--- config.mk ---
export PLATFORM = sky130hd
export DESIGN_NAME = clk_gate_ctrl
export DESIGN_NICKNAME = d
export VERILOG_FILES = /design/src/rtl/clk_gate_ctrl.sv
export SDC_FILE = /design/constraint.sdc
export NUM_CORES = 1
export LEC_CHECK = 0
export ABC_AREA = 1
export ABC_CLOCK_PERIOD_IN_PS = 1500
export BUFFER_PORTS_ARGS = -buffer_cell sky130_fd_sc_hd__buf_2
export CAP_MARGIN = 20
export CELL_PAD_IN_SITES_DETAIL_PLACEMENT = 1
export CELL_PAD_IN_SITES_GLOBAL_PLACEMENT = 1
export CORE_MARGIN = 10
export CORE_UTILIZATION = 41
export CTS_BUF_LIST = sky130_fd_sc_hd__clkbuf_4 sky130_fd_sc_hd__clkbuf_8
export DETAILED_ROUTE_END_ITERATION = 10
export MAX_ROUTING_LAYER = met4
export PLACE_DENSITY_LB_ADDON = 0.1
export SETUP_SLACK_MARGIN = 0.02
export SLEW_MARGIN = 0
export SYNTH_ARGS = -nofsm -noshare
export SYNTH_HDL_FRONTEND = slang
export SYNTH_SLANG_ARGS = --single-unit
--- constraint.sdc ---
create_clock -name CLK -period 1.5 [get_ports CLK]
set_input_delay 0.075 -clock CLK [delete_from_list [all_inputs] [get_ports CLK]]
set_output_delay 0.075 -clock CLK [all_outputs]
set_load 0.05 [all_outputs]
--- src/rtl/clk_gate_ctrl.sv ---
// Clock-enable controller for a shared gated block: wakes the gated clock on demand,
// grants the block round-robin, and gates the clock off after an idle hysteresis window.
module clk_gate_ctrl #(
  parameter int NUM_REQ     = 2,
  parameter int WAKE_CYCLES = 2,
  parameter int IDLE_CYCLES = 4,
  parameter int CNT_W       = 4
) (
  input  logic               CLK,
  input  logic               RST,
  input  logic [NUM_REQ-1:0] REQ,
  input  logic               FORCE_ON,
  output logic               GATE_EN,
  output logic [NUM_REQ-1:0] GRANT,
  output logic               BUSY
);

  localparam int PTR_W = (NUM_REQ > 1) ? $clog2(NUM_REQ) : 1;
  localparam logic [CNT_W-1:0] WAKE_LOAD = CNT_W'(WAKE_CYCLES - 1);
  localparam logic [CNT_W-1:0] IDLE_LOAD = CNT_W'(IDLE_CYCLES - 1);

  typedef enum logic [1:0] {
    S_OFF,
    S_WAKE,
    S_ON,
    S_IDLE
  } state_t;

  state_t             state_q, state_d;
  logic [CNT_W-1:0]   cnt_q, cnt_d;
  logic [PTR_W-1:0]   ptr_q, ptr_d;
  logic [NUM_REQ-1:0] grant_q, grant_d;
  logic               on_q;

  logic               demand;
  logic               pick_vld;
  logic [PTR_W-1:0]   pick_idx;
  logic [NUM_REQ-1:0] pick_oh;
  logic [PTR_W-1:0]   ptr_nxt;

  assign demand = (|REQ) | FORCE_ON;

  // First active request at or after ptr_q, wrapping NUM_REQ-1 -> 0.
  always_comb begin
    logic [PTR_W:0] sum;
    logic [PTR_W-1:0] cand;
    pick_vld = 1'b0;
    pick_idx = '0;
    sum      = '0;
    cand     = '0;
    for (int unsigned i = 0; i < NUM_REQ; i++) begin
      sum = {1'b0, ptr_q} + (PTR_W+1)'(i);
      if (sum >= (PTR_W+1)'(NUM_REQ))
        sum = sum - (PTR_W+1)'(NUM_REQ);
      cand = sum[PTR_W-1:0];
      if (!pick_vld && REQ[cand]) begin
        pick_vld = 1'b1;
        pick_idx = cand;
      end
    end
    pick_oh = pick_vld ? ({{(NUM_REQ-1){1'b0}}, 1'b1} << pick_idx) : '0;
    ptr_nxt = (pick_idx == PTR_W'(NUM_REQ - 1)) ? '0 : pick_idx + PTR_W'(1);
  end

  always_comb begin
    state_d = state_q;
    cnt_d   = cnt_q;
    ptr_d   = ptr_q;
    grant_d = grant_q;
    case (state_q)
      S_OFF: begin
        if (demand) begin
          state_d = S_WAKE;
          cnt_d   = WAKE_LOAD;
        end
      end
      S_WAKE: begin
        if (cnt_q != '0) begin
          cnt_d = cnt_q - CNT_W'(1);
        end else if (demand) begin
          state_d = S_ON;
        end else begin
          state_d = S_IDLE;
          cnt_d   = IDLE_LOAD;
        end
      end
      S_ON: begin
        // A release only clears GRANT; the next owner is picked on a later edge.
        if (grant_q == '0) begin
          if (pick_vld) begin
            grant_d = pick_oh;
            ptr_d   = ptr_nxt;
          end else if (!demand) begin
            state_d = S_IDLE;
            cnt_d   = IDLE_LOAD;
          end
        end else if ((grant_q & REQ) == '0) begin
          grant_d = '0;
        end
      end
      S_IDLE: begin
        if (demand) begin
          state_d = S_ON;
        end else if (cnt_q == '0) begin
          state_d = S_OFF;
        end else begin
          cnt_d = cnt_q - CNT_W'(1);
        end
      end
      default: begin
        state_d = S_OFF;
        cnt_d   = '0;
        grant_d = '0;
      end
    endcase
  end

  // GATE_EN/BUSY come straight from a flop so CLK_EN only moves after a rising edge.
  always_ff @(posedge CLK or negedge RST) begin
    if (!RST) begin
      state_q <= S_OFF;
      cnt_q   <= '0;
      ptr_q   <= '0;
      grant_q <= '0;
      on_q    <= 1'b0;
    end else begin
      state_q <= state_d;
      cnt_q   <= cnt_d;
      ptr_q   <= ptr_d;
      grant_q <= grant_d;
      on_q    <= (state_d != S_OFF);
    end
  end

  assign GATE_EN = on_q;
  assign BUSY    = on_q;
  assign GRANT   = grant_q;

endmodule

Yosys cells after proc, flatten, opt, wreduce, memory -nomap -nowiden
Cells that the tools add are included.
{"block": "word_totals", "inputBits": 5, "ff_bits": 10}
{"block": "classes", "n_reduce_logical": 13, "n_eq_ne": 9, "shift": 1, "add_sub_neg": 5, "order_cmp": 4, "bitwise": 2, "n_mux": 31}
{"cell": "$mux W4", "count": 7}
{"cell": "$mux W2", "count": 10}
{"cell": "$pmux W4 S4", "count": 1}
{"cell": "$mux W1", "count": 12}
{"cell": "$ne A2 B2 Y1 const B", "count": 6}
{"cell": "$pmux W2 S4", "count": 1}
{"cell": "$logic_not A2 Y1", "count": 3}
{"cell": "$reduce_and A3 Y1", "count": 2}
{"cell": "$reduce_and A5 Y1", "count": 1}
{"cell": "$eq A2 B2 Y1 const B", "count": 2}
{"cell": "$logic_not A4 Y1", "count": 1}
{"cell": "$lt A1 B2 Y1 const B", "count": 2}
{"cell": "$reduce_bool A2 Y1", "count": 2}
{"cell": "$reduce_bool A4 Y1", "count": 1}
{"cell": "$sub A4 B1 Y4 const B", "count": 1}
{"cell": "$add A1 B1 Y2 const B", "count": 1}
{"cell": "$and A2 B2 Y2", "count": 1}
{"cell": "$eq A2 B1 Y1 const B", "count": 1}
{"cell": "$ge A1 B2 Y1 const B", "count": 1}
{"cell": "$ge A2 B2 Y1 const B", "count": 1}
{"cell": "$reduce_or A2 Y1", "count": 1}
{"cell": "$shl A1 B1 Y2 const A", "count": 1}
{"cell": "$sub A1 B1 Y1 const B", "count": 2}
{"cell": "$add A1 B1 Y1 const B", "count": 1}
{"cell": "other kinds (3)", "count": 3}

Logic depth before layout (Yosys ltp)
Gate-level depths: netlist (run 1).
{"block": "depth", "word_depth": 12, "mapped_depth": 9}

Worst setup path after synthesis (run 1)
OpenSTA, ideal clock, no wires.
{"block": "synth_path", "path_kind": "register -> register", "startpoint": "reg grant_q[1] (netlist: GRANT[1])", "endpoint": "reg cnt_q[2]", "t_arrival_ps": 1215, "n_path_buf": 0, "slack_ps": 163, "required_ps": 1378, "stages_incl_launch_ff": 7, "synth_period_minus_slack_ps": 1337, "cell_sequence": "dfrtp_1 > nor2_2 > nand2_2 > nand2_2 > nand2_2 > a21oi_4 > o21ai_1"}
{"block": "synth_between", "elab_chain_len": 3}
{"item": "start: declaration", "line": "32", "rtl": "logic [NUM_REQ-1:0] grant_q, grant_d;"}
{"item": "start signal: assignment", "line": "130", "rtl": "grant_q <= grant_d;"}
{"item": "$logic_not A2 Y1", "line": "89", "rtl": "if (grant_q == '0) begin"}
{"item": "$ne A2 B2 Y1 (no line)"}
{"item": "$reduce_and A5 Y1 (no line)"}
{"item": "end signal: assignment", "line": "128", "rtl": "cnt_q <= cnt_d;"}
{"item": "end: declaration", "line": "30", "rtl": "logic [CNT_W-1:0] cnt_q, cnt_d;"}
No other way between the ends.
A chain may end at the register's enable or synchronous reset.

Worst setup path in the final report (run 1)
{"block": "layout_path", "startpoint": "reg cnt_q[0]", "endpoint": "reg cnt_q[1]"}
{"block": "layout_between", "elab_chain_len": 4, "word_cells_on_any_way": 9, "classes_between": "1 x add/sub; 1 x eq/ne; 4 x mux; 3 x reduce/logical"}
{"item": "$sub A4 B1 Y4", "line": "79, 107"}
{"item": "$mux W4", "line": "104", "rtl": "end else if (cnt_q == '0) begin"}
{"item": "$mux W4", "line": "102", "rtl": "if (demand) begin"}
{"item": "$pmux W4 S4", "line": "70", "rtl": "case (state_q)"}
Several ways; a longest one is shown, not always the timed one. The select of a mux whose other input is x is not followed.

==> results of run 1 <==
## cell type report
type / instances / area, sq um
clock buffer: 3 / 22.5
fill: 214 / 768
inverter: 20 / 75.1
multi-input combinational: 70 / 373
sequential: 10 / 250
tap: 16 / 20.0
timing repair buffer: 9 / 50.0
## power groups by stage
stage          clock [mW]  sequential, mW  combinational (mW)
2_1_floorplan           0           0.609               0.797
4_1_cts             0.170           0.506                1.15
5_1_grt             0.186           0.532                1.31
3_3_place_gp            0           0.504                1.13
6_report            0.161           0.510                1.16
3_5_place_dp            0           0.510                1.15
## worst register-to-register path, delay by kind of cell, from the launching register on
family,cells,cell delay [ns]
fa+ha+maj,1,0.23
buf+inv,2,0.20
flops,1,0.37
simple gates,6,0.44
## Yosys cell counts, drive strengths merged
| cell | instances |
|---|---|
| ha | 1 |
| o21ai | 4 |
| nand2 | 35 |
| nand4 | 1 |
| nor2 | 8 |
| o22ai | 2 |
| inv | 19 |
| clkinv | 1 |
| buf | 1 |
| dfrtp | 10 |
| a21boi | 1 |
| nand3 | 14 |
| nor3 | 1 |
| a21oi | 2 |
| xnor2 | 1 |
## layout by cell type, fill, tap and decap left out, types with 2 or more instances in the layout
master    count
nand3_1      13
inv_1        15
nand2_1      26
nand2_2       9
o22ai_1       2
o21ai_1       3
dfrtp_1      10
buf_2         8
nor2_1        3
clkbuf_4      3
inv_2         4
nor2_2        4
## kinds of logic (layout without fill, tap and decap cells)
kind of cell | count (synthesis) | after routing
buffers and inverters | 21 | 32
AOI/OAI and AO/OA | 9 | 9
adders and majority gates | 1 | 1
and+or+nand+nor | 59 | 59
xor gates and xnor gates | 1 | 1
DFF | 10 | 10
## path summary, 6_finish.rpt
kind                                from         end  slack [ns]  depth (start not counted)
worst min register to register  cnt_q[1]    cnt_q[1]        0.48                          2
worst max-delay path            cnt_q[0]    cnt_q[1]        0.15                          9
worst min-delay path                 RST    cnt_q[3]        0.21                          2
worst max register to register  cnt_q[0]    cnt_q[1]        0.15                          9
min in group CLK                FORCE_ON  state_q[0]        0.27                          5
max in group asynchronous            RST    GRANT[0]        1.11                          2
## metrics by stage
stage          cells  utilization (%)  worst slack, ns  area, sq um  power, mW
5_1_grt          128             50.7           0.0249          791       2.03
4_1_cts          128             50.4            0.105          786       1.83
3_3_place_gp     124             48.3            0.147          753       1.64
6_report         128             50.7            0.147          791       1.83
3_5_place_dp     124             48.3            0.114          753       1.66
2_1_floorplan    101                -            0.163          701       1.41
## layer usage
layer	vias to the layer above	global-route usage, %	part of all wire [%]	wire length (um)
met2	4	13.8	41	658
met4	0	6.69	1.4	22
met5	-	-	0	0
met3	2	1.85	1.1	17
li1	337	-	-	-
met1	287	13.9	56	893
## flip-flops by register name, indices dropped and copies added, names as in the netlist
register / flops
BUSY: 1
cnt_q: 4
ptr_q: 1
GRANT: 2
state_q: 2
## what timing repair did
| action | 4_1_cts | 5_1_grt |
|---|---|---|
| hold endpoints to repair | 10 | 0 |
| hold buffers | 1 | 0 |
| endpoints found under the setup margin | 0 | 3 |
| gates resized for setup | 0 | 2 |
==> results by group, run 1 <==
Yosys
  – Top cells by area, synth: dfrtp_1, nand2_1, nand3_1
  – Syn Nets: 107
  – Synth warnings: 0
  – Adder-Cell Fraction of Synth Area: 1.79%
  – Yosys reg bits: 10
  – Post-synth top area share: 35.7%
  – Post-Syn Area per Cell: 6.94 sq um
  – Largest family of logic cells by synthesized area: simple AND/OR/NAND/NOR gates
  – Register area share after synthesis: 35.7%
  – Post-synthesis compound-gate area fraction: 8.75%
  – Synthesized netlist cell count: 101
  – Simple-Gate Fraction of Synth Area: 40.7%
  – Yosys top cell by area: dfrtp_1
  – Post-Synth XOR/XNOR Area: under 10%
  – Synthesized cell area: 701 sq um
  – Post-synth cell types: 22
  – Post-synthesis mux area share: 0%

Timing
  – Final worst-path cycle share: 90.2%
  – Final setup vio count: 0
  – Fmax: 0.739 GHz
  – Fin Hold WS: 0.209 ns
  – Final min period: 1.35 ns
  – Worst Max-Slew Pin Slew: roughly 0.25 ns
  – TNS Setup: 0 ns
  – Clock skew: 0.000165 ns
  – Slew margin rel.: 83.2%
  – Final hold vios: 0
  – RSZ-0062 raised after global routing: no
  – Final Max Tran Viols: 0

Clock network
  – H-tree levels: 1
  – Clk_lat worst skew: 0.25 ns
  – Reg clk slew, reported paths: 0.05 ns
  – Maximum root-to-sink buffer count: 2
  – CTS tree: yes
  – Root Buffer: clkbuf_4
  – Cts bufs inserted: 3
  – Total clock sinks: 10
  – Setup repair bufs after CTS: 0

Cells and area
  – Share of cells above drive strength 1: between 20% and 30%
  – Final net count: 120
  – Ant diodes: 0
  – Synth-to-layout area growth: 12.9%

Worst setup path
  – Worst path buffer plus inverter count: 2
  – Crit start category: flip-flop
  – Crit path DAT: 1.49 ns
  – CP peak stage delay: 0.37 ns
  – Critical Path Sink Type: flip-flop
  – Critical path class: flip-flop to flip-flop
  – Top cell by count, worst path: nand2_1
  – CP Cell Sequence: inv_1 -> ha_2 -> nand3_1 -> nand2_2 -> inv_1 -> nand2_1 -> nand2_1 -> nand2_1 -> nand2_1
  – CP max-delay cell: dfrtp_1
  – Req. time, crit path: 1.64 ns
  – Worst path top cell family by delay: simple AND/OR/NAND/NOR gates
  – CP Max Fanout: 5

Pwr
  – Clk pwr share: 8.8%
  – Switching Share: 53.2%
  – P_int: 0.856 mW
  – Sequential Power Share: 27.9%
  – Leak: 0.429 nW
  – Worst IR Drop VDD: ~1200 uV
  – Power Density: approximately 2300 nW/um^2
  – P_sw: approximately 0.97 mW
  – Combinational Power Share: between 60% and 70%

Flow run
  – Max-cap violation count: 0

Placed design
  – Dpl hpwl: 1.36 mm
  – Port Buffers: 8
  – RePlAce Congestion: roughly 0.84

Drt
  – Vias: 630
  – Pre-Repair DR Iteration Count: 4
  – Post-route ant nets: 0
  – DR vias/cell: 4.92
  – Routed len/inst: approximately 12 um
  – Drt drc: 0
  – Drt total wl: roughly 1.6 mm
  – Starting DRT DRC Count: 6

Hold path
  – Hold Path Class: input pin to asynchronous set/reset pin

Global route
  – Overall Global Routing Usage: between 10% and 20%
  – Gr ovfl total: 0
  – Initial antenna violation count: 0
  – Vias in the first global route: 623
  – Largest net degree at the start of global routing: 11
  – First-pass GRT wire length: approximately 2.8 mm

Status
  – Status: completed

Floorplanning
  – Die area: around 3800 sq um
  – Io pins: 9
  – Core Region: roughly 1600 sq um
  – Rows: 14
  – Die extent in y: 61.3 um
  – Die width: 61.3 um
  – Initial cell density of the core: 44.9%
(Power assumes the default switching activity.)
==> inputs of run 2 (changes only) <==
--- a/config.mk
+++ b/config.mk
@@ -5,14 +5,13 @@
 export SDC_FILE = /design/constraint.sdc
 export NUM_CORES = 1
 export LEC_CHECK = 0
-export ABC_AREA = 1
 export ABC_CLOCK_PERIOD_IN_PS = 1500
 export BUFFER_PORTS_ARGS = -buffer_cell sky130_fd_sc_hd__buf_2
 export CAP_MARGIN = 20
 export CELL_PAD_IN_SITES_DETAIL_PLACEMENT = 1
 export CELL_PAD_IN_SITES_GLOBAL_PLACEMENT = 1
 export CORE_MARGIN = 10
-export CORE_UTILIZATION = 41
+export CORE_UTILIZATION = 43
 export CTS_BUF_LIST = sky130_fd_sc_hd__clkbuf_4 sky130_fd_sc_hd__clkbuf_8
 export DETAILED_ROUTE_END_ITERATION = 10
 export MAX_ROUTING_LAYER = met4
==> run 2 against run 1 <==
Die area decreased by 6.6%. Total power rose by 4.8%. Largest cell class unchanged. Sequential cell count did not move. Sequential power grew 2%. First-iteration DRC count increased by 50%. Clock power up 55%. Final cell count fell by 12%. Synthesized cell count shrank 27%.
==> results by group, run 2 <==
Floorplanning
  – Rows: 14 (unchanged)
  – Die extent in y: 59.3 um (-3.4%)
  – Core Region: 1490 sq um (-4.5%)
  – Die area: 3510 sq um (-6.6%)
  – Die width: 59.3 um (-3.4%)
  – Io pins: 9 (unchanged)
  – Initial cell density of the core: 44.5% (-0.41 points)

Yosys
  – Post-synth top area share: 37.7% (+2.0 points)
  – Syn Nets: 80 (-25%)
  – Most instantiated library cell after synthesis: a21oi_1
  – Async SR Flop Fraction: 100% (unchanged)
  – Synth warnings: 0 (unchanged)
  – Synthesized netlist cell count: 74 (-27%)
  – Top cells by area, synth: dfrtp_1, a21oi_1, o31ai_1
  – Post-synth EDFFs: 0 (unchanged)
  – Synth top cells by count: a21oi_1, dfrtp_1, inv_1
  – Most used DFF post-synth: dfrtp_1
  – Post-synth cell types: 33 (+50%)
  – Post-Syn Area per Cell: 8.96 sq um (+29%)
  – Synthesized cell area: 663 sq um (-5.4%)
  – Yosys top cell by area: dfrtp_1
  – Yosys reg bits: 10 (unchanged)
  – Register area share after synthesis: 37.7% (+2.0 points)

Drt
  – Routed len/inst: 18.5 um (+49%)
  – DR vias/cell: 5.75 (+17%)
  – Post-route ant nets: 0 (unchanged)
  – Drt drc: 0 (unchanged)
  – Drt total wl: 2.09 mm (+31%)
  – Vias: 650 (+3.2%)
  – Starting DRT DRC Count: 9 (+3)
  – Pre-Repair DR Iteration Count: 4 (unchanged)

Global route
  – Vias in the first global route: 671 (+7.7%)
  – Gr ovfl total: 0 (unchanged)
  – Overall Global Routing Usage: 13.0% (+2.6 points)
  – Largest net degree at the start of global routing: 13 (+2)
  – Initial antenna violation count: 0 (unchanged)
  – First-pass GRT wire length: 3.45 mm (+23%)

Timing
  – Final hold vios: 0 (unchanged)
  – Fmax: 0.667 GHz (-9.8%)
  – Worst Max-Slew Pin Slew: 0.385 ns (+0.133 ns)
  – Final setup vio count: 0 (unchanged)
  – RSZ-0062 raised after global routing: yes
  – Slew margin rel.: 74.1% (-9.1 points)
  – Final Max Tran Viols: 0 (unchanged)
  – Final min period: 1.50 ns (+0.147 ns)
  – Final worst-path cycle share: 100% (+9.8 points)
  – TNS Setup: 0 ns (unchanged)
  – Clock skew: 0.00598 ns (+0.00582 ns)
  – Fin Hold WS: 0.105 ns (-0.104 ns)

Placed design
  – Placed Cells: 106 (-15%)
  – RePlAce Congestion: 0.805 (-4.4%)
  – Port Buffers: 8 (unchanged)
  – Dpl hpwl: 1.45 mm (+6.5%)
  – Post-DP Area: 831 sq um (+10%)

Worst setup path
  – Critical Path Sink Type: flip-flop
  – Worst path buffer plus inverter count: 3 (+1)
  – Req. time, crit path: 1.70 ns (+0.06 ns)
  – CP Cell Sequence: inv_2 -> ha_4 -> buf_6 -> nand4bb_4 -> a32oi_4 -> buf_6 -> a32oi_1 -> o21ai_1
  – Critical path class: flip-flop to flip-flop
  – Critical path depth: 8 (-1)
  – Worst reg-to-reg path cell count: 8 (-1)
  – CP max-delay cell: dfrtp_1
  – Crit start category: flip-flop
  – Top cell by count, worst path: buf_6
  – Crit path DAT: 1.70 ns (+0.21 ns)
  – CP Max Fanout: 3 (-2)
  – Worst path top cell family by delay: compound AO/OA/AOI/OAI gates
  – CP peak stage delay: 0.40 ns (+0.03 ns)

Cells and area
  – Final net count: 104 (-13%)
  – Final cell count without fillers: 113 (-12%)
  – Post-layout instance area: 965 sq um (+22%)
  – Final Util: 64.8% (+14 points)
  – Most common cell after layout, fill and taps aside: buf_4
  – Most frequent cells in the layout: buf_4, a21oi_1, buf_2
  – FILL cells: 162 (-24%)
  – Synth-to-layout area growth: 45.5%
  – Biggest register: cnt_q
  – Flip-flop count of the largest register after layout: 4 (unchanged)
  – Ant diodes: 0 (unchanged)
  – Share of cells above drive strength 1: 50.5% (+22 points)

Hold path
  – Hold Path Class: input pin to flip-flop
  – Hold path depth: 2

Pwr
  – Worst IR Drop VDD: 1280 uV (+9.5%)
  – Power Density: 1990 nW/um^2 (-14%)
  – Leak: 0.389 nW (-9.3%)

Clock network
  – Maximum root-to-sink buffer count: 2 (unchanged)
  – Clk_lat worst skew: 0.27 ns (+0.02 ns)
  – Total clock sinks: 10 (unchanged)
  – Root Buffer: clkbuf_4
  – H-tree levels: 1 (unchanged)
  – Reg clk slew, reported paths: 0.07 ns (+0.02 ns)
  – CTS tree: yes
  – Cts bufs inserted: 3 (unchanged)

Flow run
  – Max-cap violation count: 0 (unchanged)

Status
  – Status: completed
[run 2: cell types whose count changed in the layout (fill, tap and decap cells not counted), sizes merged, moves of 4 or more]
cell and change:
inv -14, nand2 -31, buf +15, nor2 -4
nand3 -14, a21oi +9
[run 2: path summary, 6_finish.rpt]
kind | startpoint | end | slack [ns]
worst min register to register | ptr_q | ptr_q | 0.53
worst min-delay path | REQ[1] | ptr_q | 0.11
max in group asynchronous | RST | GRANT[0] | 1.05
worst max register to register | cnt_q[1] | cnt_q[2] | 0.0002
min in group asynchronous | RST | cnt_q[1] | 0.22
worst max-delay path | cnt_q[1] | cnt_q[2] | 0.0002
[run 2: kinds of logic after synthesis]
group | Yosys count | synth area share, %
buffers and inverters | 10 | 6.23
AO/OA/AOI/OAI | 32 | 34.2
AND/OR/NAND/NOR | 21 | 20.0
flip-flops | 10 | 37.7
adder cells (fa/ha/maj) | 1 | 1.89
[run 2: final cells by class]
| type | count | area, sq um | share of cell area, % |
|---|---|---|---|
| multi-input combinational | 54 | 464 | 48.1 |
| sequential | 10 | 255 | 26.5 |
| timing repair buffer | 24 | 170 | 17.6 |
| clock buffer | 4 | 36.3 | 3.76 |
| tap | 16 | 20.0 | 2.08 |
| inverter | 5 | 18.8 | 1.95 |
[run 2: what timing repair did]
item,in CTS,in global routing
endpoints found under the hold margin,10,0
buffers inserted,1,1
setup endpoints to repair,6,7
pin swaps,3,1
gates resized for setup,11,6
hold buffers,1,0
[run 2: metrics by stage]
step / setup slack, ns / total power [mW]
after detailed placement: -0.0569 / 1.50
after global routing: -0.115 / 2.05
final: 0.000201 / 1.92
after floorplan: 0.0240 / 1.17
after global placement: -0.0562 / 1.49
after CTS: -0.0234 / 1.87
[run 2: worst register-to-register path, delay by kind of cell (launching register included)]
| family | cells | cell delay, ns |
|---|---|---|
| adder cells (fa/ha/maj) | 1 | 0.14 |
| AO/OA/AOI/OAI | 3 | 0.43 |
| buffers and inverters | 3 | 0.34 |
| AND/OR/NAND/NOR | 1 | 0.12 |
| flip-flops | 1 | 0.40 |
[run 2: where the power goes]
part	internal [mW]	switching, mW
Clock	0.147	0.102
Sequential	0.377	0.141
Combinational	0.497	0.653
[run 2: routing by layer]
layer,GRT usage [%],routed length (um),share of wire [%],up-vias
li1,-,-,-,328
met1,17.7,1070,51,316
met2,19.0,949,45,6
met3,3.22,71,3.4,0
met4,1.97,0,0,0
met5,-,0,0,-
==> inputs of run 3 (changes only) <==
--- a/config.mk
+++ b/config.mk
@@ -14,7 +14,6 @@
 export CORE_UTILIZATION = 43
 export CTS_BUF_LIST = sky130_fd_sc_hd__clkbuf_4 sky130_fd_sc_hd__clkbuf_8
 export DETAILED_ROUTE_END_ITERATION = 10
-export MAX_ROUTING_LAYER = met4
 export PLACE_DENSITY_LB_ADDON = 0.1
 export SETUP_SLACK_MARGIN = 0.02
 export SLEW_MARGIN = 0
==> run 3 against run 2 <==
Worst hold slack is the same. Total power is essentially flat. Sequential cell count is the same. Core utilization is the same. Register-to-register slack is essentially flat. Clock power is essentially flat. Via count is the same. Largest power group unchanged. Highest routed layer unchanged.
==> results by group, run 3 (synthesized netlist as in run 2, its figures left out) <==
Status
  – Status: completed

Cells and area
  – Synth-to-layout area growth: 45.5% (unchanged)
  – Flip-flop count of the largest register after layout: 4 (unchanged)
  – Most frequent cells in the layout: buf_4, a21oi_1, buf_2
  – Biggest register: cnt_q
  – Final cell count without fillers: 113 (unchanged)
  – Final Util: 64.8% (unchanged)
  – Final net count: 104 (unchanged)
  – FILL cells: 162 (unchanged)
  – Post-layout instance area: 965 sq um (unchanged)
  – Share of cells above drive strength 1: 50.5% (unchanged)
  – Ant diodes: 0 (unchanged)
  – Most common cell after layout, fill and taps aside: buf_4

Clock network
  – Total clock sinks: 10 (unchanged)
  – CTS tree: yes
  – Reg clk slew, reported paths: 0.07 ns (about the same)
  – Clk_lat worst skew: 0.27 ns (about the same)
  – H-tree levels: 1 (unchanged)
  – Root Buffer: clkbuf_4
  – Cts bufs inserted: 3 (unchanged)
  – Maximum root-to-sink buffer count: 2 (unchanged)

Global route
  – Largest net degree at the start of global routing: 13 (unchanged)
  – Overall Global Routing Usage: 12.7% (-0.31 points)
  – First-pass GRT wire length: 3.46 mm (+0.38%)
  – Vias in the first global route: 670 (-0.15%)
  – Gr ovfl total: 0 (unchanged)
  – Initial antenna violation count: 0 (unchanged)

Worst setup path
  – Reg-to-Reg Start: cnt_q[1]
  – Critical Path Sink Type: flip-flop
  – Req. time, crit path: 1.70 ns (about the same)
  – Critical path class: flip-flop to flip-flop
  – Crit path DAT: 1.70 ns (about the same)
  – Worst Setup SP: cnt_q[1]
  – CP Max Fanout: 3 (unchanged)
  – Crit start category: flip-flop

Timing
  – Worst Max-Slew Pin Slew: 0.385 ns (unchanged)
  – Fmax: 0.667 GHz (unchanged)
  – Slew margin rel.: 74.1% (unchanged)
  – Final Max Tran Viols: 0 (unchanged)
  – Final min period: 1.50 ns (unchanged)
  – Fin Hold WS: 0.105 ns (unchanged)
  – Final worst-path cycle share: 100% (unchanged)
  – Final setup vio count: 0 (unchanged)
  – Final hold vios: 0 (unchanged)
  – RSZ-0062 raised after global routing: yes
  – Clock skew: 0.00598 ns (unchanged)

Hold path
  – HP Start: REQ[1]
  – Hold Path Class: input pin to flip-flop

Floorplanning
  – Rows: 14 (unchanged)
  – Die width: 59.3 um (unchanged)
  – Die area: 3510 sq um (unchanged)
  – Io pins: 9 (unchanged)
  – Core Region: 1490 sq um (unchanged)
  – Initial cell density of the core: 44.5% (unchanged)
  – Die extent in y: 59.3 um (unchanged)

Drt
  – Starting DRT DRC Count: 5 (-4)
  – Drt total wl: 2.09 mm (unchanged)
  – Pre-Repair DR Iteration Count: 4 (unchanged)
  – DR vias/cell: 5.75 (unchanged)
  – Drt drc: 0 (unchanged)
  – Post-route ant nets: 0 (unchanged)
  – Routed len/inst: 18.5 um (unchanged)
  – Vias: 650 (unchanged)

Placed design
  – Placed Cells: 106 (unchanged)
  – RePlAce Congestion: 0.794 (-1.4%)
  – Port Buffers: 8 (unchanged)
  – Dpl hpwl: 1.45 mm (unchanged)
  – Post-DP Area: 831 sq um (unchanged)

Pwr
  – Power Density: 1990 nW/um^2 (about the same)
  – Leak: 0.389 nW (unchanged)
  – Worst IR Drop VDD: 1280 uV (about the same)

Flow run
  – Max-cap violation count: 0 (unchanged)
==> run 3: through the flow <==
step	setup TNS [ns]	setup slack (ns)	power, mW
global placement	-0.189	-0.0562	1.49
CTS	-0.0470	-0.0234	1.87
floorplan	0	0.0240	1.17
detailed placement	-0.262	-0.0569	1.50
finish	0	0.000201	1.92
global route	-0.417	-0.115	2.05
==> run 3: worst paths after layout <==
| check | cells past startpoint | endpoint | slack [ns] |
|---|---|---|---|
| max | 8 | cnt_q[2] | 0.0002 |
| min | 2 | ptr_q | 0.11 |
| max reg2reg | 8 | cnt_q[2] | 0.0002 |
| min reg2reg | 1 | ptr_q | 0.53 |
| max in group asynchronous | 2 | GRANT[0] | 1.05 |
| min in group asynchronous | 2 | cnt_q[1] | 0.22 |
==> run 3: cell type report <==
class / count / area [sq um] / area share, %
multi-input combinational: 54 / 464 / 48.1
tap: 16 / 20.0 / 2.08
timing repair buffer: 24 / 170 / 17.6
sequential: 10 / 255 / 26.5
clock buffer: 4 / 36.3 / 3.76
inverter: 5 / 18.8 / 1.95
==> run 3: worst max-delay path, stage by stage (launching register included) <==
cell and delay, ns:
dfrtp_1 0.40, inv_2 0.08, ha_4 0.14, buf_6 0.11, nand4bb_4 0.12, a32oi_4 0.31, buf_6 0.14, a32oi_1 0.04
o21ai_1 0.08
==> run 3: power by group <==
group          total, mW  switching, mW  leakage (nW)  internal [mW]
Sequential         0.518          0.141         0.114          0.377
Clock              0.250          0.102        0.0210          0.147
Combinational       1.15          0.653         0.254          0.497
==> run 3: metal layers <==
metal	wire, um	track usage, %
met2	949	19.0
met4	0	1.97
met1	1070	17.9
met5	0	0
met3	71	3.22
==> run 3: timing repair <==
item,4_1_cts,5_1_grt
pin swaps,3,1
cloned,0,0
setup endpoints to repair,6,7
hold buffers,1,0
gates resized for setup,11,6
buffers inserted,1,1
endpoints found under the hold margin,10,0
